===== src/rtl/axi_stream_packetizer.sv =====
// ---------------------------------------------------------------------------
// axi_stream_packetizer
//
// Purpose:
//   Frames a raw valid/ready word stream into packets for the single-transfer
//   AXI-stream writer stage. A packet command (byte length + destination)
//   is split into BUS_WIDTH-wide beats. Each beat is handed to the writer
//   as a one-cycle enable pulse, together with LSB-aligned tkeep, the
//   latched tdest, and tlast on the final beat. Only one beat is in flight
//   at a time: fetch a word, issue it, then wait for the writer to go idle.
//
// Ports:
//   i_clk        clock
//   i_aresetn    asynchronous active-low reset
//   i_start      command strobe, sampled only while o_busy = 0
//   i_len_bytes  packet length in bytes, latched on an accepted start
//   i_dest       destination, latched on an accepted start
//   o_busy       high from an accepted start until the packet completes
//   o_done       one-cycle completion pulse
//   i_in_valid   source word valid
//   o_in_ready   packetizer can take a source word
//   i_in_data    source word, byte 0 = bits [7:0]
//   o_wr_enable  one-cycle transfer pulse to the writer
//   i_wr_idle    writer idle / ready for a new transfer
//   o_wr_data    beat data
//   o_wr_tkeep   beat byte enables
//   o_wr_tdest   beat destination
//   o_wr_tlast   final beat of the packet
// ---------------------------------------------------------------------------
module axi_stream_packetizer #(
    parameter int BUS_WIDTH = 16,
    parameter int LEN_WIDTH = 16
) (
    input  logic                   i_clk,
    input  logic                   i_aresetn,
    input  logic                   i_start,
    input  logic [LEN_WIDTH-1:0]   i_len_bytes,
    input  logic [31:0]            i_dest,
    output logic                   o_busy,
    output logic                   o_done,
    input  logic                   i_in_valid,
    output logic                   o_in_ready,
    input  logic [BUS_WIDTH-1:0]   i_in_data,
    output logic                   o_wr_enable,
    input  logic                   i_wr_idle,
    output logic [BUS_WIDTH-1:0]   o_wr_data,
    output logic [BUS_WIDTH/8-1:0] o_wr_tkeep,
    output logic [31:0]            o_wr_tdest,
    output logic                   o_wr_tlast
);

    localparam int                   BYTES   = BUS_WIDTH / 8;
    localparam logic [LEN_WIDTH-1:0] BYTES_L = LEN_WIDTH'(BYTES);

    typedef enum logic [1:0] {
        S_IDLE,
        S_FETCH,
        S_ISSUE,
        S_WAIT
    } state_t;

    state_t                 state_q, state_d;
    logic [LEN_WIDTH-1:0]   rem_q, rem_d;
    logic                   zero_pend_q, zero_pend_d;
    logic                   guard_q, guard_d;
    logic                   busy_d;
    logic                   done_d;
    logic                   in_ready_d;
    logic                   enable_d;
    logic [BUS_WIDTH-1:0]   data_d;
    logic [BYTES-1:0]       keep_d;
    logic [31:0]            dest_d;
    logic                   last_d;
    logic [BYTES-1:0]       keep_next;
    logic [1:0]             rst_sync;
    logic                   rst_n;

    // Reset is asserted asynchronously but released only on a clock edge,
    // so every flop below leaves reset in the same cycle.
    always_ff @(posedge i_clk or negedge i_aresetn) begin
        if (!i_aresetn) begin
            rst_sync <= 2'b00;
        end else begin
            rst_sync <= {rst_sync[0], 1'b1};
        end
    end

    assign rst_n = rst_sync[1];

    // Byte enable for the next beat: byte i is valid while more than i
    // bytes of the packet remain. This is all-ones for a full beat and
    // LSB-aligned for the final, partial beat.
    always_comb begin
        keep_next = '0;
        for (int i = 0; i < BYTES; i++) begin
            keep_next[i] = (rem_q > LEN_WIDTH'(i));
        end
    end

    // State register.
    always_ff @(posedge i_clk or negedge rst_n) begin
        if (!rst_n) begin
            state_q <= S_IDLE;
        end else begin
            state_q <= state_d;
        end
    end

    // Next-state and next-output logic. Every output is registered, so
    // nothing here reaches a port without passing through a flop.
    // A zero-length command never leaves S_IDLE. It raises busy and done
    // together, then uses zero_pend to drop busy one cycle later.
    always_comb begin
        state_d     = state_q;
        rem_d       = rem_q;
        zero_pend_d = zero_pend_q;
        guard_d     = guard_q;
        busy_d      = o_busy;
        done_d      = 1'b0;
        in_ready_d  = o_in_ready;
        enable_d    = 1'b0;
        data_d      = o_wr_data;
        keep_d      = o_wr_tkeep;
        dest_d      = o_wr_tdest;
        last_d      = o_wr_tlast;

        case (state_q)
            S_IDLE: begin
                if (zero_pend_q) begin
                    zero_pend_d = 1'b0;
                    busy_d      = 1'b0;
                end else if (i_start && !o_busy) begin
                    rem_d  = i_len_bytes;
                    dest_d = i_dest;
                    busy_d = 1'b1;
                    if (i_len_bytes == '0) begin
                        zero_pend_d = 1'b1;
                        done_d      = 1'b1;
                    end else begin
                        in_ready_d = 1'b1;
                        state_d    = S_FETCH;
                    end
                end
            end

            S_FETCH: begin
                if (i_in_valid && o_in_ready) begin
                    data_d     = i_in_data;
                    keep_d     = keep_next;
                    last_d     = (rem_q <= BYTES_L);
                    in_ready_d = 1'b0;
                    state_d    = S_ISSUE;
                end
            end

            S_ISSUE: begin
                if (i_wr_idle) begin
                    enable_d = 1'b1;
                    guard_d  = 1'b1;
                    state_d  = S_WAIT;
                end
            end

            S_WAIT: begin
                // The writer still reports idle in the cycle of the enable.
                // That stale idle is skipped before completion is considered.
                if (guard_q) begin
                    guard_d = 1'b0;
                end else if (i_wr_idle) begin
                    rem_d = rem_q - ((rem_q >= BYTES_L) ? BYTES_L : rem_q);
                    if (o_wr_tlast) begin
                        done_d  = 1'b1;
                        busy_d  = 1'b0;
                        state_d = S_IDLE;
                    end else begin
                        in_ready_d = 1'b1;
                        state_d    = S_FETCH;
                    end
                end
            end

            default: begin
                state_d = S_IDLE;
            end
        endcase
    end

    // Datapath and output registers.
    always_ff @(posedge i_clk or negedge rst_n) begin
        if (!rst_n) begin
            rem_q       <= '0;
            zero_pend_q <= 1'b0;
            guard_q     <= 1'b0;
            o_busy      <= 1'b0;
            o_done      <= 1'b0;
            o_in_ready  <= 1'b0;
            o_wr_enable <= 1'b0;
            o_wr_data   <= '0;
            o_wr_tkeep  <= '0;
            o_wr_tdest  <= '0;
            o_wr_tlast  <= 1'b0;
        end else begin
            rem_q       <= rem_d;
            zero_pend_q <= zero_pend_d;
            guard_q     <= guard_d;
            o_busy      <= busy_d;
            o_done      <= done_d;
            o_in_ready  <= in_ready_d;
            o_wr_enable <= enable_d;
            o_wr_data   <= data_d;
            o_wr_tkeep  <= keep_d;
            o_wr_tdest  <= dest_d;
            o_wr_tlast  <= last_d;
        end
    end

endmodule

===== config.mk =====
export PLATFORM = sky130hd
export DESIGN_NAME = axi_stream_packetizer
export DESIGN_NICKNAME = d
export VERILOG_FILES = /design/src/rtl/axi_stream_packetizer.sv
export SDC_FILE = /design/constraint.sdc
export NUM_CORES = 1
export LEC_CHECK = 0
export BUFFER_PORTS_ARGS = -buffer_cell sky130_fd_sc_hd__buf_2
export CAP_MARGIN = 30
export CORE_MARGIN = 3
export CORE_UTILIZATION = 50
export DETAILED_ROUTE_END_ITERATION = 6
export HOLD_SLACK_MARGIN = 0.1
export PLACE_DENSITY_LB_ADDON = 0.12
export SYNTH_ARGS = -nofsm -noshare
export SYNTH_HDL_FRONTEND = slang
export SYNTH_SLANG_ARGS = --single-unit

===== constraint.sdc =====
create_clock -name i_clk -period 4.2 [get_ports i_clk]
set_clock_uncertainty 0.05 [all_clocks]
set_input_delay 0.21 -clock i_clk [delete_from_list [all_inputs] [get_ports i_clk]]
set_output_delay 0.21 -clock i_clk [all_outputs]
set_load 0.02 [all_outputs]

==> run summary, run 1 <==
At the worst endpoint, the required time is 4.38 ns. The initial antenna violation count came to 0. Entering global routing, the biggest net connects 36 pins.

The number of nets with antenna violations after detailed routing came out at 0. 0 antenna diodes ended up in the layout. The area of the mapped netlist is 3490 µm². The count of flip-flops with a built-in enable after synthesis came out at 0. The count of buffer and inverter cells on the critical path came out at 0. The via count of the first global-routing pass is just over 3,000. The largest individual stage delay along the critical path comes from the cell sky130_fd_sc_hd__nor4_1. The post-synthesis cell count came out at slightly below 300. The violation count after the first detailed-routing iteration came out at 124. Yosys mapped the design onto between 40 and 50 distinct sky130hd cell types. The CTS sink count is 77. The classification of the worst-slack hold path is input pin to flip-flop. For the finished layout, the period the worst path requires is 2.71 ns. Measured against its own limit, the worst slew margin works out to about a third.

Among all flip-flop cells after synthesis, the most frequent one is sky130_fd_sc_hd__dfrtp_1. The die height came out at 89.5 µm. The final worst hold slack came out at 0.120 ns. The fraction of layout cells with a size suffix above 1 is 41.4%. The library cells used most frequently in the layout, excluding fill and tap cells, are sky130_fd_sc_hd__buf_2, sky130_fd_sc_hd__dfrtp_1, sky130_fd_sc_hd__dlygate4sd3_1, sky130_fd_sc_hd__mux2_2, sky130_fd_sc_hd__nand2_1. The number of max-cap violations came out at 0.

Setup violations remaining at the end of the flow were counted as 0. The global placement routability congestion is 0.838. The number of buffers added on ports is 123. Traced cell by cell, the critical path runs through nor4_1 -> nand4_1 -> nand2b_1 -> ha_1 -> or3_1 -> nor2_1 -> nand4_1 -> o21ai_0 -> a22o_1. The static power due to leakage is 2.27 nW. The run finished with clean final reports.

The final critical-path share of the clock period came out at between 60% and 70%. The average cell area after synthesis came out at 11.9 µm². The insertion delay to the later sink of the worst-skew pair is 0.34 ns. The library cell used most frequently in the layout, excluding fill and tap cells, is sky130_fd_sc_hd__buf_2. The total routed wirelength is 9270 µm. In this run the deepest clock path goes through 2 buffers.

The arrival time of the worst setup path is ~2.9 ns. The die covers about 8000 µm². The worst setup path is captured at a flip-flop. For this design the ratio of total power to cell area is 757 nW/µm². The width of the die is 89.5 µm. STA classifies the critical path startpoint as a flip-flop. The worst-margin pin slew is between 0.9 and 1 ns. After legalization and detailed placement, the total HPWL measured about 5800 µm. For this run, the post-layout net count is 550. The fmax came out at 369 MHz. The cell that appears most often on the critical path is sky130_fd_sc_hd__nand4_1.

The area of the core came out at 6570 µm². The total count of max-transition violations in the final report came to 0. The worst setup path is of the flip-flop to flip-flop kind.

TritonCTS built the clock tree. The warning count from the yosys run is 0. The fraction of post-synthesis cell area in the top cell type by area came out at 55.2%. The wire length of the first global-routing pass came out at 14,700 µm. Setup repair after global routing left no endpoint under its margin. The mean number of vias per cell came out at 5.29. The hold violation total from the final report was 0. The maximum vdd drop came out at 0.548 mV. The area growth from synthesis to layout is 42.3%. Sequential cells were found to cover 55.2% of the synthesized design area. The final-layout setup total negative slack is 0 ns. Global routing consumed, over all layers together, 24.1% of the routing resources. The synthesized design spends more area on one cell type than any other, namely sky130_fd_sc_hd__dfrtp_1. The cell family contributing the most delay on the critical path is simple AND/OR/NAND/NOR gates. Clock-pin slew was measured on the worst setup and hold paths at roughly 0.070 ns. The share of async-settable or async-resettable flops after synthesis came out at 100%. The number of core rows came out at 29.

The initial standard-cell utilization of the core came out at between 50% and 60%. After synthesis, the cell types taking the most area are sky130_fd_sc_hd__dfrtp_1, sky130_fd_sc_hd__mux2_2, sky130_fd_sc_hd__o21ai_0. The boundary pin count is 124. The total CTS buffers is 9. The largest single stage delay on the critical path is roughly 0.7 ns.

The clock root buffer is sky130_fd_sc_hd__clkbuf_8. The total congestion overflow came out at 0. The largest fanout of any net on the critical path came out at 6. The flip-flop and latch count after synthesis came out at 77. After clock tree synthesis, the repair step resized 0 gates. The number of levels the H-tree was split into is 3. The total via count after detailed routing is approximately 3,000. The number of design rule violations left after detail routing came out at 0. The first-pass iteration count of the detailed router is 4. Dividing the detail-routed wire length by the instance count gives 16.1 µm.
[metrics by stage]
step / utilization, % / setup WS, ns / instance area [µm²] / instances / power [mW]
after floorplan: - / 1.85 / 3490 / 295 / 2.65
after global placement: 63.7 / 1.66 / 4180 / 500 / 3.09
after detailed placement: 64.0 / 1.55 / 4200 / 501 / 3.15
after CTS: 75.6 / 1.51 / 4970 / 574 / 3.76
after global routing: 75.6 / 1.22 / 4970 / 574 / 4.01
final: 75.6 / 1.49 / 4970 / 574 / 3.76
[timing repair]
action,4_1_cts,5_1_grt
setup buffers,0,0
hold endpoints to repair,58,0
hold buffers,57,0
[synth_stat cells, types with 2 or more instances]
library cell and count:
sky130_fd_sc_hd__dfrtp_1 77, sky130_fd_sc_hd__mux2_2 50, sky130_fd_sc_hd__nand2_1 21, sky130_fd_sc_hd__o21ai_0 19
sky130_fd_sc_hd__a21oi_1 10, sky130_fd_sc_hd__nor2_1 10, sky130_fd_sc_hd__nand3_1 9, sky130_fd_sc_hd__nor4_1 9
sky130_fd_sc_hd__o22ai_1 9, sky130_fd_sc_hd__clkbuf_1 8, sky130_fd_sc_hd__inv_1 8, sky130_fd_sc_hd__buf_2 5
sky130_fd_sc_hd__ha_1 5, sky130_fd_sc_hd__nand2b_1 5, sky130_fd_sc_hd__mux2i_1 4, sky130_fd_sc_hd__nor3_1 4
sky130_fd_sc_hd__a22o_1 3, sky130_fd_sc_hd__a31oi_1 3, sky130_fd_sc_hd__nand4_1 3, sky130_fd_sc_hd__or3_1 3
sky130_fd_sc_hd__a22oi_1 2, sky130_fd_sc_hd__nor2_2 2, sky130_fd_sc_hd__o41ai_1 2
[report_power, final]
part	leakage (nW)	total (mW)	internal [mW]	switching, mW
registers	0.914	1.36	1.10	0.264
logic	1.26	1.84	0.787	1.05
clock network	0.0964	0.553	0.290	0.264
[path summary, 6_finish.rpt]
kind / cells after the start / to / start / slack [ns]
setup reg to reg: 9 / rem_q[14]$_DFFE_PN0P_ / rem_q[13]$_DFFE_PN0P_ / 1.49
hold / removal: 3 / rem_q[11]$_DFFE_PN0P_ / i_len_bytes[11] / 0.12
max in group asynchronous: 1 / o_wr_data[12]$_DFFE_PN0P_ / rst_sync[1]$_DFF_PN0_ / 3.23
setup / recovery: 9 / rem_q[14]$_DFFE_PN0P_ / rem_q[13]$_DFFE_PN0P_ / 1.49
hold reg to reg: 0 / o_wr_tdest[5]$_DFFE_PN0P_ / rst_sync[1]$_DFF_PN0_ / 0.14
min in group asynchronous: 2 / rst_sync[0]$_DFF_PN0_ / i_aresetn / 0.13
[area by class of cell]
cell class | instances | area [µm²]
sequential | 77 | 1930
clock buffer | 12 | 145
inverter | 8 | 30.0
timing repair buffer | 185 | 1240
clock inverter | 4 | 47.5
tap | 93 | 116
fill | 464 | 1600
multi-input combinational | 195 | 1460
[layer usage]
metal	share of wire, %	up-vias	global-route usage (%)
li1	-	1441	-
met1	40	1486	29.6
met2	52	92	40.8
met3	5.1	20	4.70
met4	2.2	0	11.4
met5	0	-	0
[flip-flops by register name, indices dropped and copies added (netlist names), 2 cells and up]
name and count:
o_wr_data 16, o_wr_tdest 32, o_wr_tkeep 2, rem_q 16
rst_sync 2, state_q 2
[cell families (layout without fill, tap and decap cells)]
| family | Yosys count | in the layout | share of synthesized area, % |
|---|---|---|---|
| AO/OA/AOI/OAI | 61 | 61 | 11.7 |
| buffers and inverters | 23 | 209 | 2.98 |
| adder cells (fa/ha/maj) | 5 | 5 | 1.79 |
| flip-flops | 77 | 77 | 55.2 |
| multiplexers | 54 | 54 | 17.3 |
| AND/OR/NAND/NOR | 73 | 73 | 10.9 |
| other | 1 | 2 | 0.107 |
[worst reg2reg max path, delay by kind of cell, from the launching register on]
| kind | cells | cell delay [ns] |
|---|---|---|
| simple gates | 6 | 1.59 |
| flops | 1 | 0.43 |
| compound gates | 2 | 0.33 |
| fa+ha+maj | 1 | 0.21 |
Note: power is estimated with default switching activity, not from simulation.
==> run 2: changes to the inputs <==
==> constraint.sdc (replaced) <==
create_clock -name i_clk -period 2.6 [get_ports i_clk]
set_clock_uncertainty 0.05 [all_clocks]
set_input_delay 0.13 -clock i_clk [delete_from_list [all_inputs] [get_ports i_clk]]
set_output_delay 0.13 -clock i_clk [all_outputs]
set_load 0.02 [all_outputs]
==> run summary, run 2 (synthesis gave the netlist of run 1 again) <==
The run finished with clean final reports. Internal power comes to 3.50 mW. The combined area of the multi-input logic cells is 1470 µm². The insertion delay to the later sink of the worst-skew pair came out at 0.34 ns. In this run the critical register-to-register path is launched from rem_q[4]$_DFFE_PN0P_. The fmax came out at 425 MHz.

The total count of max-transition violations in the final report is 0. The register-to-register setup slack is ~0.25 ns. Entering global routing, the biggest net connects 48 pins. The static power due to leakage is between 2 and 2.5 nW. The met1 demand-to-capacity share in global routing is 29.8%.

The critical path in this run is classified as flip-flop to flip-flop. The number of failing setup endpoints in the final timing report came out at 0. Traced cell by cell, the critical path runs through nor4_2 -> buf_4 -> nand4_1 -> nand2b_1 -> ha_1 -> or3_4 -> nor4_1 -> nand3_1 -> o21ai_0 -> a21oi_1. Along the worst path, the maximum fanout reaches 9. The total power density per cell area came out at 1200 nW/µm².

TritonCTS built the clock tree. The met2 layer usage reported by global route came out at 43.4%. IR analysis of the VDD net gives a maximum drop of about 0.81 mV.

The total via count after detailed routing is ~3,100. Registers take between 1500 and 2000 µm². The all-layer global routing usage is about a quarter. The number of nets with antenna violations after detailed routing is 0. Cells with a size suffix above 1 make up 41.7% of the layout. The largest stage delay on the critical path is 0.51 ns. Following the worst setup path forward leads to its endpoint at rem_q[10]$_DFFE_PN0P_. The clock power share came out at 13.5%. OpenSTA, run right after detailed placement, puts the worst setup slack at 0.239 ns. The buffer count from post-CTS setup fixing is 0. The die footprint is 8020 µm². The library cell used most frequently in the layout, excluding fill and tap cells, is sky130_fd_sc_hd__buf_2. The boundary pin count came out at 124.

The worst-margin pin slew is ~0.66 ns. The final net count is 563. Counting both buffers and inverters, the worst setup path holds a total of 1. The area growth from synthesis to layout is 45.6%. After layout, the worst path uses 90.5% of the clock period. The critical path launch point is rem_q[4]$_DFFE_PN0P_.

After layout, the minimum clock period comes to roughly 2.4 ns. The cell depth of the worst setup path came out at 10. The instance area at placement came out at 4230 µm². The number of max-cap violations is 0. The layout has 439 filler cells. The initial antenna violation count was 0. met2 is the most crowded layer. The initial standard-cell utilization of the core is a little over half. Summed over all nets, the switching power comes to 2.58 mW. The root buffer cell chosen for the clock tree is sky130_fd_sc_hd__clkbuf_8.

The global placement routability congestion came out at 0.828. The total routed wirelength came out at 9350 µm. The wire length of the first global-routing pass is 15,200 µm. The final worst hold slack came out at 0.189 ns. STA classifies the critical path startpoint as a flip-flop.

In the layout the commonest cells are sky130_fd_sc_hd__buf_2, sky130_fd_sc_hd__dfrtp_1, sky130_fd_sc_hd__dlygate4sd3_1, sky130_fd_sc_hd__mux2_2, sky130_fd_sc_hd__nand2_1. The routed length per instance is 15.9 µm. The buffer depth of the longest clock path is 2. The total overflow left after global routing is 0. Measured on the finished design, the core utilization comes to between 70% and 80%.

The mean number of vias per cell came out at 5.31. The largest registers in the layout are o_wr_tdest (32), o_wr_data (16), rem_q (16). The register name with the most flops is o_wr_tdest. The number of core rows came out at 29. The kind of end point of the critical path is a flip-flop. 0 antenna diodes ended up in the layout. The switching part of the total power is 42.5%. The die height is 89.5 µm. The dominant delay contributor by cell family on the critical path is simple AND/OR/NAND/NOR gates. The total half-perimeter wirelength after legalization and detailed placement is 5830 µm. The arrival time of the worst setup path came out at 2.52 ns. Setup repair after global routing left no endpoint under its margin.

The first TritonRoute pass finished after 4 iterations. The number of buffers added on ports came out at 123. The data required time of the critical path is between 2 and 3 ns. The normalized max-slew margin came out at 56.3%.

The met3 global-route usage came out at 5.81%. The via count of the first global-routing pass is roughly 3,300. The detailed router finished its first iteration with 110 violations. The worst register-to-register path ends at rem_q[10]$_DFFE_PN0P_. The number of levels the H-tree was split into is 3. The total CTS buffers is 9. The area of the core is 6570 µm².

The hold violation total from the final report came to 0. After clock tree synthesis, the clock-pin slew on the worst setup and hold paths is 0.08 ns. The slowest stage of the critical path belongs to the cell sky130_fd_sc_hd__dfrtp_1.

The part of the power in registers came out at between 30% and 40%. The number of cells on the worst reg-to-reg path is 10. The die is 89.5 µm wide.

The path class of the tightest hold or removal check is input pin to flip-flop. After routing the design area is 5080 µm². In the post-route analysis, the smallest setup slack over all paths is 0.246 ns. The CTS sink count is 77.

In the final timing run, aggregate negative setup slack is 0 ns. The number of flip-flops under the largest register name came out at 32. The number of design rule violations left after detail routing is 0. The relative contribution of combinational cells to total power is ~50%.
==> run 2: worst min path at each step <==
stage / startpoint / end / depth (start not counted)
after CTS: i_len_bytes[14] / rem_q[14]$_DFFE_PN0P_ / 4
after global placement: i_aresetn / rst_sync[0]$_DFF_PN0_ / 1
after detailed placement: i_aresetn / rst_sync[0]$_DFF_PN0_ / 1
final: i_len_bytes[3] / rem_q[3]$_DFFE_PN0P_ / 4
after global routing: i_len_bytes[14] / rem_q[14]$_DFFE_PN0P_ / 4
after floorplan: i_aresetn / rst_sync[0]$_DFF_PN0_ / 0
==> run 2: timing repair <==
item,4_1_cts,5_1_grt
resized for setup,0,2
setup endpoints to repair,0,2
hold endpoints to repair,68,0
hold buffers,66,0
==> run 2: tightest hold or removal path: cells and delay by family <==
| family | cells | cell delay (ns) |
|---|---|---|
| compound gates | 2 | 0.19 |
| simple gates | 1 | 0.14 |
| buf+inv | 1 | 0.08 |
==> run 2: through the flow <==
stage               power [mW]  instances
global placement          5.03        505
finish                    6.08        587
global route              6.52        587
detailed placement        5.14        505
CTS                       6.05        587
floorplan                 4.28        295
==> run 2: metal layers <==
layer	up-vias	share of wire, %	routed length, µm
met4	0	1.5	141
met5	-	0	0
li1	1466	-	-
met1	1532	39	3610
met3	14	5.2	485
met2	104	55	5110
==> run 2: power groups by stage <==
stage	combinational, mW	clock [mW]	sequential, mW
after floorplan	1.63	0	2.64
after global placement	2.87	0	2.16
after detailed placement	2.94	0	2.20
after CTS	3.03	0.845	2.18
after global routing	3.33	0.897	2.29
final	3.05	0.818	2.21
==> run 2: area by class of cell <==
cell class              count  area share, %
repair buffers            198           26.7
clock buffers              12           3.05
multi-input cells         195           29.0
inverters                   8          0.591
clock inverters             4          0.443
flip-flops and latches     77           37.9
well taps                  93           2.29
